===== config.mk =====
export PLATFORM = sky130hd
export DESIGN_NAME = adc_spi_reader
export DESIGN_NICKNAME = d
export VERILOG_FILES = /design/src/rtl/adc_spi_reader.sv
export SDC_FILE = /design/constraint.sdc
export NUM_CORES = 1
export LEC_CHECK = 0
export ABC_AREA = 1
export BUFFER_PORTS_ARGS = -buffer_cell sky130_fd_sc_hd__clkbuf_2
export CORE_MARGIN = 3
export CORE_UTILIZATION = 55
export DETAILED_ROUTE_END_ITERATION = 16
export PLACE_DENSITY = 0.75
export SLEW_MARGIN = 20
export SYNTH_ARGS = -nofsm -noshare
export SYNTH_HDL_FRONTEND = slang
export SYNTH_SLANG_ARGS = --single-unit

===== constraint.sdc =====
create_clock -name clk -period 1.72 [get_ports clk]
set_clock_uncertainty 0.2 [all_clocks]
set_input_delay 0.258 -clock clk [delete_from_list [all_inputs] [get_ports clk]]
set_output_delay 0.258 -clock clk [all_outputs]
set_load 0.01 [all_outputs]

===== src/rtl/adc_spi_reader.sv =====
// adc_spi_reader: front-end source for the CNN datapath.
// A free-running timer starts a conversion on an external serial ADC every
// SAMPLE_PERIOD clocks. The result is shifted in MSB first over CONVST/SCK/SDO
// and offered on a single-entry valid/ready output register.
// Optional feature macro: ADC_SPI_READER_OVERRUN_EN adds adc_reader_overrun_cnt,
// a saturating count of dropped samples.
module adc_spi_reader #(
    parameter int ADC_WIDTH     = 12,
    parameter int SAMPLE_PERIOD = 250,
    parameter int CONVST_CYCLES = 2,
    parameter int CONV_CYCLES   = 80,
    parameter int SCK_DIV       = 2,
    parameter int OVR_WIDTH     = 16
) (
    input  logic                 clk,
    input  logic                 rst,
    input  logic                 enable,
    output logic                 adc_convst,
    output logic                 adc_sck,
    input  logic                 adc_sdo,
    input  logic                 adc_reader_ready_out,
    output logic                 adc_reader_valid_out,
    output logic [ADC_WIDTH-1:0] adc_reader_data_out,
    output logic                 adc_reader_busy
`ifdef ADC_SPI_READER_OVERRUN_EN
    ,
    output logic [OVR_WIDTH-1:0] adc_reader_overrun_cnt
`endif
);

    localparam int TMR_W  = (SAMPLE_PERIOD > 1) ? $clog2(SAMPLE_PERIOD) : 1;
    localparam int PH_MAX = (CONV_CYCLES > CONVST_CYCLES) ? CONV_CYCLES : CONVST_CYCLES;
    localparam int PH_W   = $clog2(PH_MAX + 1);
    localparam int DIV_W  = $clog2(SCK_DIV + 1);
    localparam int BIT_W  = $clog2(ADC_WIDTH + 1);

    localparam logic [TMR_W-1:0] TMR_LAST    = TMR_W'(SAMPLE_PERIOD - 1);
    localparam logic [PH_W-1:0]  CONVST_LAST = PH_W'(CONVST_CYCLES - 1);
    localparam logic [PH_W-1:0]  CONV_LAST   = PH_W'(CONV_CYCLES - 1);
    localparam logic [DIV_W-1:0] DIV_LAST    = DIV_W'(SCK_DIV - 1);
    localparam logic [BIT_W-1:0] BIT_LAST    = BIT_W'(ADC_WIDTH - 1);

    // Half-period divider and counter widths assume at least one clock / bit.
    if (SCK_DIV < 1 || OVR_WIDTH < 1) begin : g_bad_param
        $error("adc_spi_reader: SCK_DIV and OVR_WIDTH must be at least 1");
    end

    typedef enum logic [2:0] {
        S_IDLE,
        S_CONVST,
        S_WAIT,
        S_SHIFT,
        S_DONE
    } state_t;

    state_t                 state_reg, state_next;
    logic [TMR_W-1:0]       timer_reg;
    logic                   tick;
    logic [PH_W-1:0]        phase_reg;
    logic [DIV_W-1:0]       div_reg;
    logic [BIT_W-1:0]       bit_reg;
    logic                   sck_reg;
    logic                   convst_reg;
    logic [ADC_WIDTH-1:0]   shift_reg;
    logic                   valid_reg;
    logic [ADC_WIDTH-1:0]   data_reg;
    logic                   div_last;
    logic                   shift_done;
    logic                   load;

    assign tick       = enable && (timer_reg == TMR_LAST);
    assign div_last   = (div_reg == DIV_LAST);
    assign shift_done = (state_reg == S_SHIFT) && div_last && sck_reg && (bit_reg == BIT_LAST);
    // The output register accepts a new sample when empty or draining this cycle.
    assign load       = (state_reg == S_DONE) && (!valid_reg || adc_reader_ready_out);

    // Sample-period timer; held at zero while sampling is disabled.
    always_ff @(posedge clk or negedge rst) begin
        if (!rst) begin
            timer_reg <= '0;
        end else if (!enable || timer_reg == TMR_LAST) begin
            timer_reg <= '0;
        end else begin
            timer_reg <= timer_reg + TMR_W'(1);
        end
    end

    // FSM state register.
    always_ff @(posedge clk or negedge rst) begin
        if (!rst) begin
            state_reg <= S_IDLE;
        end else begin
            state_reg <= state_next;
        end
    end

    // FSM next-state logic; only IDLE reacts to a tick.
    always_comb begin
        state_next = state_reg;
        case (state_reg)
            S_IDLE:   if (tick) state_next = S_CONVST;
            S_CONVST: if (phase_reg == CONVST_LAST) state_next = S_WAIT;
            S_WAIT:   if (phase_reg == CONV_LAST) state_next = S_SHIFT;
            S_SHIFT:  if (shift_done) state_next = S_DONE;
            S_DONE:   state_next = S_IDLE;
            default:  state_next = S_IDLE;
        endcase
    end

    // Clocks spent in CONVST/WAIT; restarts on every state change.
    always_ff @(posedge clk or negedge rst) begin
        if (!rst) begin
            phase_reg <= '0;
        end else if (state_next != state_reg) begin
            phase_reg <= '0;
        end else if (state_reg == S_CONVST || state_reg == S_WAIT) begin
            phase_reg <= phase_reg + PH_W'(1);
        end
    end

    // CONVST strobe registered from the next state so it is glitch-free.
    always_ff @(posedge clk or negedge rst) begin
        if (!rst) begin
            convst_reg <= 1'b0;
        end else begin
            convst_reg <= (state_next == S_CONVST);
        end
    end

    // SCK generation and MSB-first capture on the clock where SCK rises.
    always_ff @(posedge clk or negedge rst) begin
        if (!rst) begin
            div_reg   <= '0;
            bit_reg   <= '0;
            sck_reg   <= 1'b0;
            shift_reg <= '0;
        end else if (state_reg != S_SHIFT) begin
            div_reg <= '0;
            bit_reg <= '0;
            sck_reg <= 1'b0;
        end else if (div_last) begin
            div_reg <= '0;
            if (!sck_reg) begin
                sck_reg   <= 1'b1;
                shift_reg <= {shift_reg[ADC_WIDTH-2:0], adc_sdo};
            end else begin
                sck_reg <= 1'b0;
                bit_reg <= bit_reg + BIT_W'(1);
            end
        end else begin
            div_reg <= div_reg + DIV_W'(1);
        end
    end

    // Single-entry output register; held stable under backpressure.
    always_ff @(posedge clk or negedge rst) begin
        if (!rst) begin
            valid_reg <= 1'b0;
            data_reg  <= '0;
        end else if (load) begin
            valid_reg <= 1'b1;
            data_reg  <= shift_reg;
        end else if (valid_reg && adc_reader_ready_out) begin
            valid_reg <= 1'b0;
        end
    end

`ifdef ADC_SPI_READER_OVERRUN_EN
    logic [OVR_WIDTH-1:0] ovr_reg;
    logic [1:0]           ovr_inc;
    logic [OVR_WIDTH:0]   ovr_sum;

    // A tick outside IDLE and a DONE-cycle discard each count as one drop.
    assign ovr_inc = {1'b0, tick && (state_reg != S_IDLE)}
                   + {1'b0, (state_reg == S_DONE) && !load};
    assign ovr_sum = {1'b0, ovr_reg} + (OVR_WIDTH + 1)'(ovr_inc);

    // Saturating overrun counter, cleared only by reset.
    always_ff @(posedge clk or negedge rst) begin
        if (!rst) begin
            ovr_reg <= '0;
        end else if (ovr_sum[OVR_WIDTH]) begin
            ovr_reg <= '1;
        end else begin
            ovr_reg <= ovr_sum[OVR_WIDTH-1:0];
        end
    end

    assign adc_reader_overrun_cnt = ovr_reg;
`endif

    assign adc_convst           = convst_reg;
    assign adc_sck              = sck_reg;
    assign adc_reader_valid_out = valid_reg;
    assign adc_reader_data_out  = data_reg;
    assign adc_reader_busy      = (state_reg != S_IDLE);

endmodule


==> flow_summary.toml, run 1 <==
[timing]
fin_ws_ns = -0.06106
fmax_mhz = 561.5
final-setup-viol-count = 7
period_minus_slack_ns = 1.781
hold_violations = 0
max_slew_margin_pct = 82.67
grt_setup_unrepaired = "yes"
finalCritPeriodShare_pct = 103.5
worst_slew_pin_slew_ns = 0.2599
slew_violations = 0

[route]
postRouteAntennaNets = 0
drt_pass1_iterations = 5
drtIter0Drc = 95
viasPerCell = 5.003
vias = 1681
drc = 0
wire_per_inst_um = 11.65
routed_wl_mm = 3.916

[finish]
diodes = 0
nets = 297
drive_gt1_share_pct = 24.31
stdcell_count = 336
synthToLayoutAreaGrowth_pct = 19.37
design_area_mm2 = 0.002684

[flow_run]
maxCapViolations = 0

[logic_synthesis]
synth_top_area_share_pct = 56.76
synth_cell_types = 27
synth_area_leader_cell = "dfrtp_1"
synth_cells = 253
yosys-top-cells-area = "dfrtp_1 57%, nand2_1 8.5%, nor2_1 5.8%, inv_1 5.3%, o21ai_0 4.7%"
postSynthAreaPerCell_um2 = 8.887
yosysSeqAreaShare_pct = 56.76
synth_area_mm2 = 0.002248
ys_ff_latch = 51
synth_fp_nets = 263
synth_warnings = 0

[die]
die_h_um = 69.94
rows = 22
fp.dieW_um = 69.94
start_util_pct = 59.19
io_pins = 21
dieArea_mm2 = 0.004891
coreArea_mm2 = 0.003799

[status]
status = "complete, but fails checks"
violations = "setup timing"

[critical_path]
crit_fanout = 7
worstPathArrival_ns = 1.82
critPathLaunchType = "flop"
worst_path_max_delay_cell = "dfrtp_1"
crit_type = "flop to flop"
r2r_slack_ns = -0.06
path_delay_family = "simple AND/OR/NAND/NOR gates"
crit_path_cell_trace = "inv_1, ha_2, inv_2, nor2_2, nand3_2, nand2_2, nand2_4, o21ai_4, nand2_4, nor2_1"
path_buf_inv = 2
cp_slowest_stage_delay_ns = 0.41
critPathRequiredTime_ns = 1.76
path_common_cell = "nand2_4"
cp-end-kind = "flop"

[placed_design]
placed_cell_area_mm2 = 0.002440
dp.cells = 322
gp_congestion = 0.8078
portBuffers = 20
dp_hpwl_mm = 2.609

[grt]
grt_pass1_vias = 1588
grt_pass1_wl_mm = 6.927
met3_usage_pct = 4.748
gr-total-overflow = 0
antenna_found_initial = 0
grt.total_usage_pct = 17.37
busiest_layer = "met2"
met1_usage_pct = 22.57
grt_util_met2_pct = 28.23
grt_start_max_net_pins = 52

[clocking]
clock-sinks = 51
tritoncts = "built"
cts_max_path_buffers = 2
cts_htree_levels = 2
clk_latency_ns = 0.31
root_buffer = "clkbuf_8"
cts_buffers = 5
clkTransAtPathRegs_ns = 0.10

[pwr]
p_leak_uw = 0.001334
peakVddDrop_mv = 0.5504
power.density_mw_per_mm2 = 785.9

[min_path]
min_path_type = "input pin to flop"
## layout make-up
class	count	area [um2]
clock buffer	5	68.82
clock inverter	3	47.55
fill	291	1115
inverter	34	127.6
multi-input combinational	164	905.9
sequential	51	1276
tap	48	60.06
timing repair buffer	31	197.7
## path summary, 6_finish.rpt
check	start	endpoint	cells after the start
worst max-delay path	phase_reg[1]$_DFFE_PN0P_	phase_reg[5]$_DFFE_PN0P_	10
worst min-delay path	adc_sdo	shift_reg[0]$_DFFE_PN0P_	3
worst min register to register	adc_reader_data_out[9]$_DFFE_PN0P_	adc_reader_data_out[9]$_DFFE_PN0P_	2
max in group asynchronous	rst	adc_reader_data_out[3]$_DFFE_PN0P_	3
worst max register to register	phase_reg[1]$_DFFE_PN0P_	phase_reg[5]$_DFFE_PN0P_	10
min in group asynchronous	rst	timer_reg[3]$_DFF_PN0_	3
## power by group
group | internal (uW) | switching (uW) | total [uW]
registers | 1200 | 5.43 | 1210
clock network | 441 | 407 | 848
logic | 17.6 | 33.7 | 51.2
total | 1660 | 446 | 2110
## metal layers
| layer | wire length [um] | vias up |
|---|---|---|
| met3 | 141 | 4 |
| met5 | 0 | - |
| li1 | - | 867 |
| met2 | 1884 | 26 |
| met4 | 55 | 0 |
| met1 | 1834 | 784 |
## metrics by stage
stage	power, uW	utilization (%)	hold slack [ns]	TNS [ns]	setup slack [ns]
floorplan	1247	-	-0.2376	0	0.2336
detailed placement	1285	64.23	0.06881	0	0.02999
global placement	1285	64.23	0.07240	0	0.09400
global route	2175	70.65	0.007958	-1.043	-0.1642
finish	2109	70.65	0.007538	-0.3028	-0.06106
CTS	2129	67.56	0.001776	0	0.01150
## cells in the final DEF (no fill, tap or decap), types with 2 or more instances in the layout
| cell | count |
|---|---|
| nand2_2 | 4 |
| dfrtp_1 | 51 |
| o21ai_1 | 4 |
| xor2_1 | 4 |
| ha_1 | 2 |
| nor2_4 | 2 |
| clkbuf_2 | 20 |
| nor2_2 | 8 |
| or2_0 | 2 |
| nand3_2 | 5 |
| o21ai_0 | 21 |
| nand3_1 | 10 |
| nand2_1 | 47 |
| a21oi_1 | 7 |
| nor3_1 | 3 |
| nor2_1 | 26 |
| inv_2 | 4 |
| nand4_1 | 2 |
| buf_4 | 9 |
| nand2_4 | 2 |
| ha_2 | 3 |
| nor3b_1 | 4 |
| inv_1 | 30 |
| clkbuf_8 | 5 |
## synth_stat cells
master    number
inv_2          2
clkbuf_2       1
nand2_1       51
nor2_2         1
ha_1           5
nand4_1        2
o21ai_2        1
o21ai_1        5
o21ai_0       21
clkbuf_1       1
nand3_1       11
inv_1         32
nand3b_1       1
nor2_1        35
nand2_2        2
nor3_1         3
xor2_1         4
mux2_2         1
nor3b_1        4
or2_0          2
o211ai_1       1
buf_2          2
nand3_2        4
o21a_1         1
xnor2_1        1
a21oi_1        8
dfrtp_1       51
## kinds of logic after synthesis
group,after synthesis,share of synthesized area (%)
fa+ha+maj,5,2.782
compound gates,37,8.626
flops,51,56.76
buf+inv,38,6.511
xor+xnor,5,1.948
simple gates,116,22.87
mux,1,0.5008
## what timing repair did
action                     in CTS  in global routing
hold endpoints to repair       51                  0
setup endpoints to repair       0                  8
setup buffers                   0                  5
resized for setup               0                 26
hold buffers                    1                  0
## tightest hold or removal path, delay by kind of cell
family	cells	cell delay, ns
simple gates	1	0.04
compound gates	1	0.10
buf+inv	1	0.08
Note: power is estimated with default switching activity, not from simulation.
==> run 2: changes to the inputs <==
Settings changed: GPL_ROUTABILITY_DRIVEN set to 0, PLACE_DENSITY 0.75 to 0.8.
==> run 2 against run 1 <==
The run still ends with setup timing left. Largest power group unchanged. Core utilization decreased by 0.56 points. Sequential power about the same. First-iteration DRC count up 27%. Combinational power is 3% higher. Critical path depth unchanged. Highest routed layer unchanged.
==> flow_summary.toml, run 2 (synthesis gave the netlist of run 1 again) <==
[status]
violations = "setup timing"
status = "complete, but fails checks"

[timing]
fmax_mhz = 572.2
fin_ws_ns = -0.02767
hold_violations = 0
period_minus_slack_ns = 1.748
slew_violations = 0
finalCritPeriodShare_pct = 101.6
max_slew_margin_pct = 82.23
worst_slew_pin_slew_ns = 0.2665
final-setup-viol-count = 6
grt_setup_unrepaired = "yes"

[critical_path]
r2r_slack_ns = -0.03
critPathRequiredTime_ns = 1.76
path_buf_inv = 2
reg2reg_depth = 10
worst_path_max_delay_cell = "dfrtp_1"
crit_path_cell_trace = "inv_1, ha_2, inv_2, nor2_2, nand3_2, nand2_2, nand2_2, o21ai_2, nand2_2, nor2_1"
path_delay_family = "simple AND/OR/NAND/NOR gates"
crit_cells = 10
cp_slowest_stage_delay_ns = 0.42
crit_fanout = 7
worstPathArrival_ns = 1.78
cp-end-kind = "flop"
crit_type = "flop to flop"
path_common_cell = "nand2_2"
critPathLaunchType = "flop"

[die]
dieArea_mm2 = 0.004891
io_pins = 21
die_h_um = 69.94
fp.dieW_um = 69.94
coreArea_mm2 = 0.003799
start_util_pct = 59.19
rows = 22

[grt]
grt_pass1_vias = 1608
grt_start_max_net_pins = 52
gr-total-overflow = 0
grt_pass1_wl_mm = 6.658
antenna_found_initial = 0
grt.total_usage_pct = 16.84

[pwr]
power.internal_uw = 1802
clock_power_share_pct = 43.4
power_switching_uw = 430.6
p_leak_uw = 0.001348
switching_share_pct = 19.29
power.density_mw_per_mm2 = 838.5
peakVddDrop_mv = 0.5782
seqPwrFrac_pct = 54.2
combPwrFrac_pct = 2.4

[placed_design]
portBuffers = 20
dp_hpwl_mm = 2.719
placed_cell_area_mm2 = 0.002447
dp_slack_ns = 0.05984

[min_path]
worstHoldPathCells = 3
min_path_type = "input pin to flop"

[clocking]
tritoncts = "built"
clock-sinks = 51
cts_htree_levels = 2
root_buffer = "clkbuf_8"
clk_latency_ns = 0.30
clkTransAtPathRegs_ns = 0.09
cts_max_path_buffers = 2
cts_buffers = 5

[finish]
fin_util_pct = 70.09
final_common_cell = "dfrtp_1"
fillCellCount = 281
drive_gt1_share_pct = 21.45
multi_input_area_um2 = 857.1
nets = 298
diodes = 0
most-common-layout-cells = "51 x dfrtp_1, 49 x nand2_1, 31 x inv_1"
layout.area.seq_mm2 = 0.001276
synthToLayoutAreaGrowth_pct = 18.42
design_area_mm2 = 0.002663

[route]
vias = 1690
drt_pass1_iterations = 4
routed_wl_mm = 4.008
viasPerCell = 5.015
drtIter0Drc = 121
wire_per_inst_um = 11.89
postRouteAntennaNets = 0
drc = 0

[flow_run]
maxCapViolations = 0
run 2: changes by cell type in the layout (fill, tap and decap cells not counted), sizes merged:
cell      before  now
inv           35   34
clkinv         1    0
clkinvlp       0    1
bufinv         1    2
buf           10   11
run 2: final timing paths:
kind	from	to
max	phase_reg[1]$_DFFE_PN0P_	phase_reg[2]$_DFFE_PN0P_
min reg2reg	adc_reader_data_out[7]$_DFFE_PN0P_	adc_reader_data_out[7]$_DFFE_PN0P_
min in group asynchronous	rst	adc_sck$_DFFE_PN0P_
max reg2reg	phase_reg[1]$_DFFE_PN0P_	phase_reg[2]$_DFFE_PN0P_
max in group asynchronous	rst	phase_reg[6]$_DFFE_PN0P_
min	adc_sdo	shift_reg[0]$_DFFE_PN0P_
run 2: what timing repair did:
action	in CTS	in global routing
hold buffers	1	0
setup endpoints to repair	0	7
gates resized for setup	0	12
endpoints found under the hold margin	51	0
setup buffers	0	5
run 2: power by group through the flow:
stage | Clock [uW] | Sequential (uW) | Combinational [uW]
floorplan | 0 | 1230 | 13.6
global placement | 0 | 1230 | 51.1
detailed placement | 0 | 1230 | 52.0
CTS | 979 | 1210 | 54.6
global route | 1050 | 1210 | 61.3
finish | 970 | 1210 | 52.7
run 2: final cells by class:
type,count,area share (%)
Timing Repair Buffer,32,7.707
Sequential cell,51,47.93
Clock buffer,5,2.585
Inverter,34,4.793
Tap cell,48,2.256
Multi-Input combinational cell,164,32.19
Clock inverter,3,2.538
run 2: worst reg2reg max path, delay by kind of cell (launching register included):
family / cells / cell delay (ns)
compound gates: 1 / 0.14
buf+inv: 2 / 0.12
flops: 1 / 0.42
fa+ha+maj: 1 / 0.17
simple gates: 6 / 0.64
run 2: metrics by stage:
stage	cells	hold slack, ns	setup TNS [ns]	power, uW
finish	337	0.006697	-0.09748	2233
global route	337	0.001904	-0.8457	2320
CTS	332	0.004580	0	2244
detailed placement	323	0.06543	0	1286
global placement	323	0.06755	0	1285
floorplan	253	-0.2376	0	1247
run 2: metal layers:
| metal | global-route usage [%] | vias to the layer above | wire length, um | share of wire (%) |
|---|---|---|---|---|
| li1 | - | 866 | - | - |
| met1 | 19.77 | 795 | 1855 | 46 |
| met2 | 29.59 | 23 | 1938 | 48 |
| met3 | 4.604 | 6 | 157 | 3.9 |
| met4 | 5.745 | 0 | 57 | 1.4 |
| met5 | 0 | - | 0 | 0 |
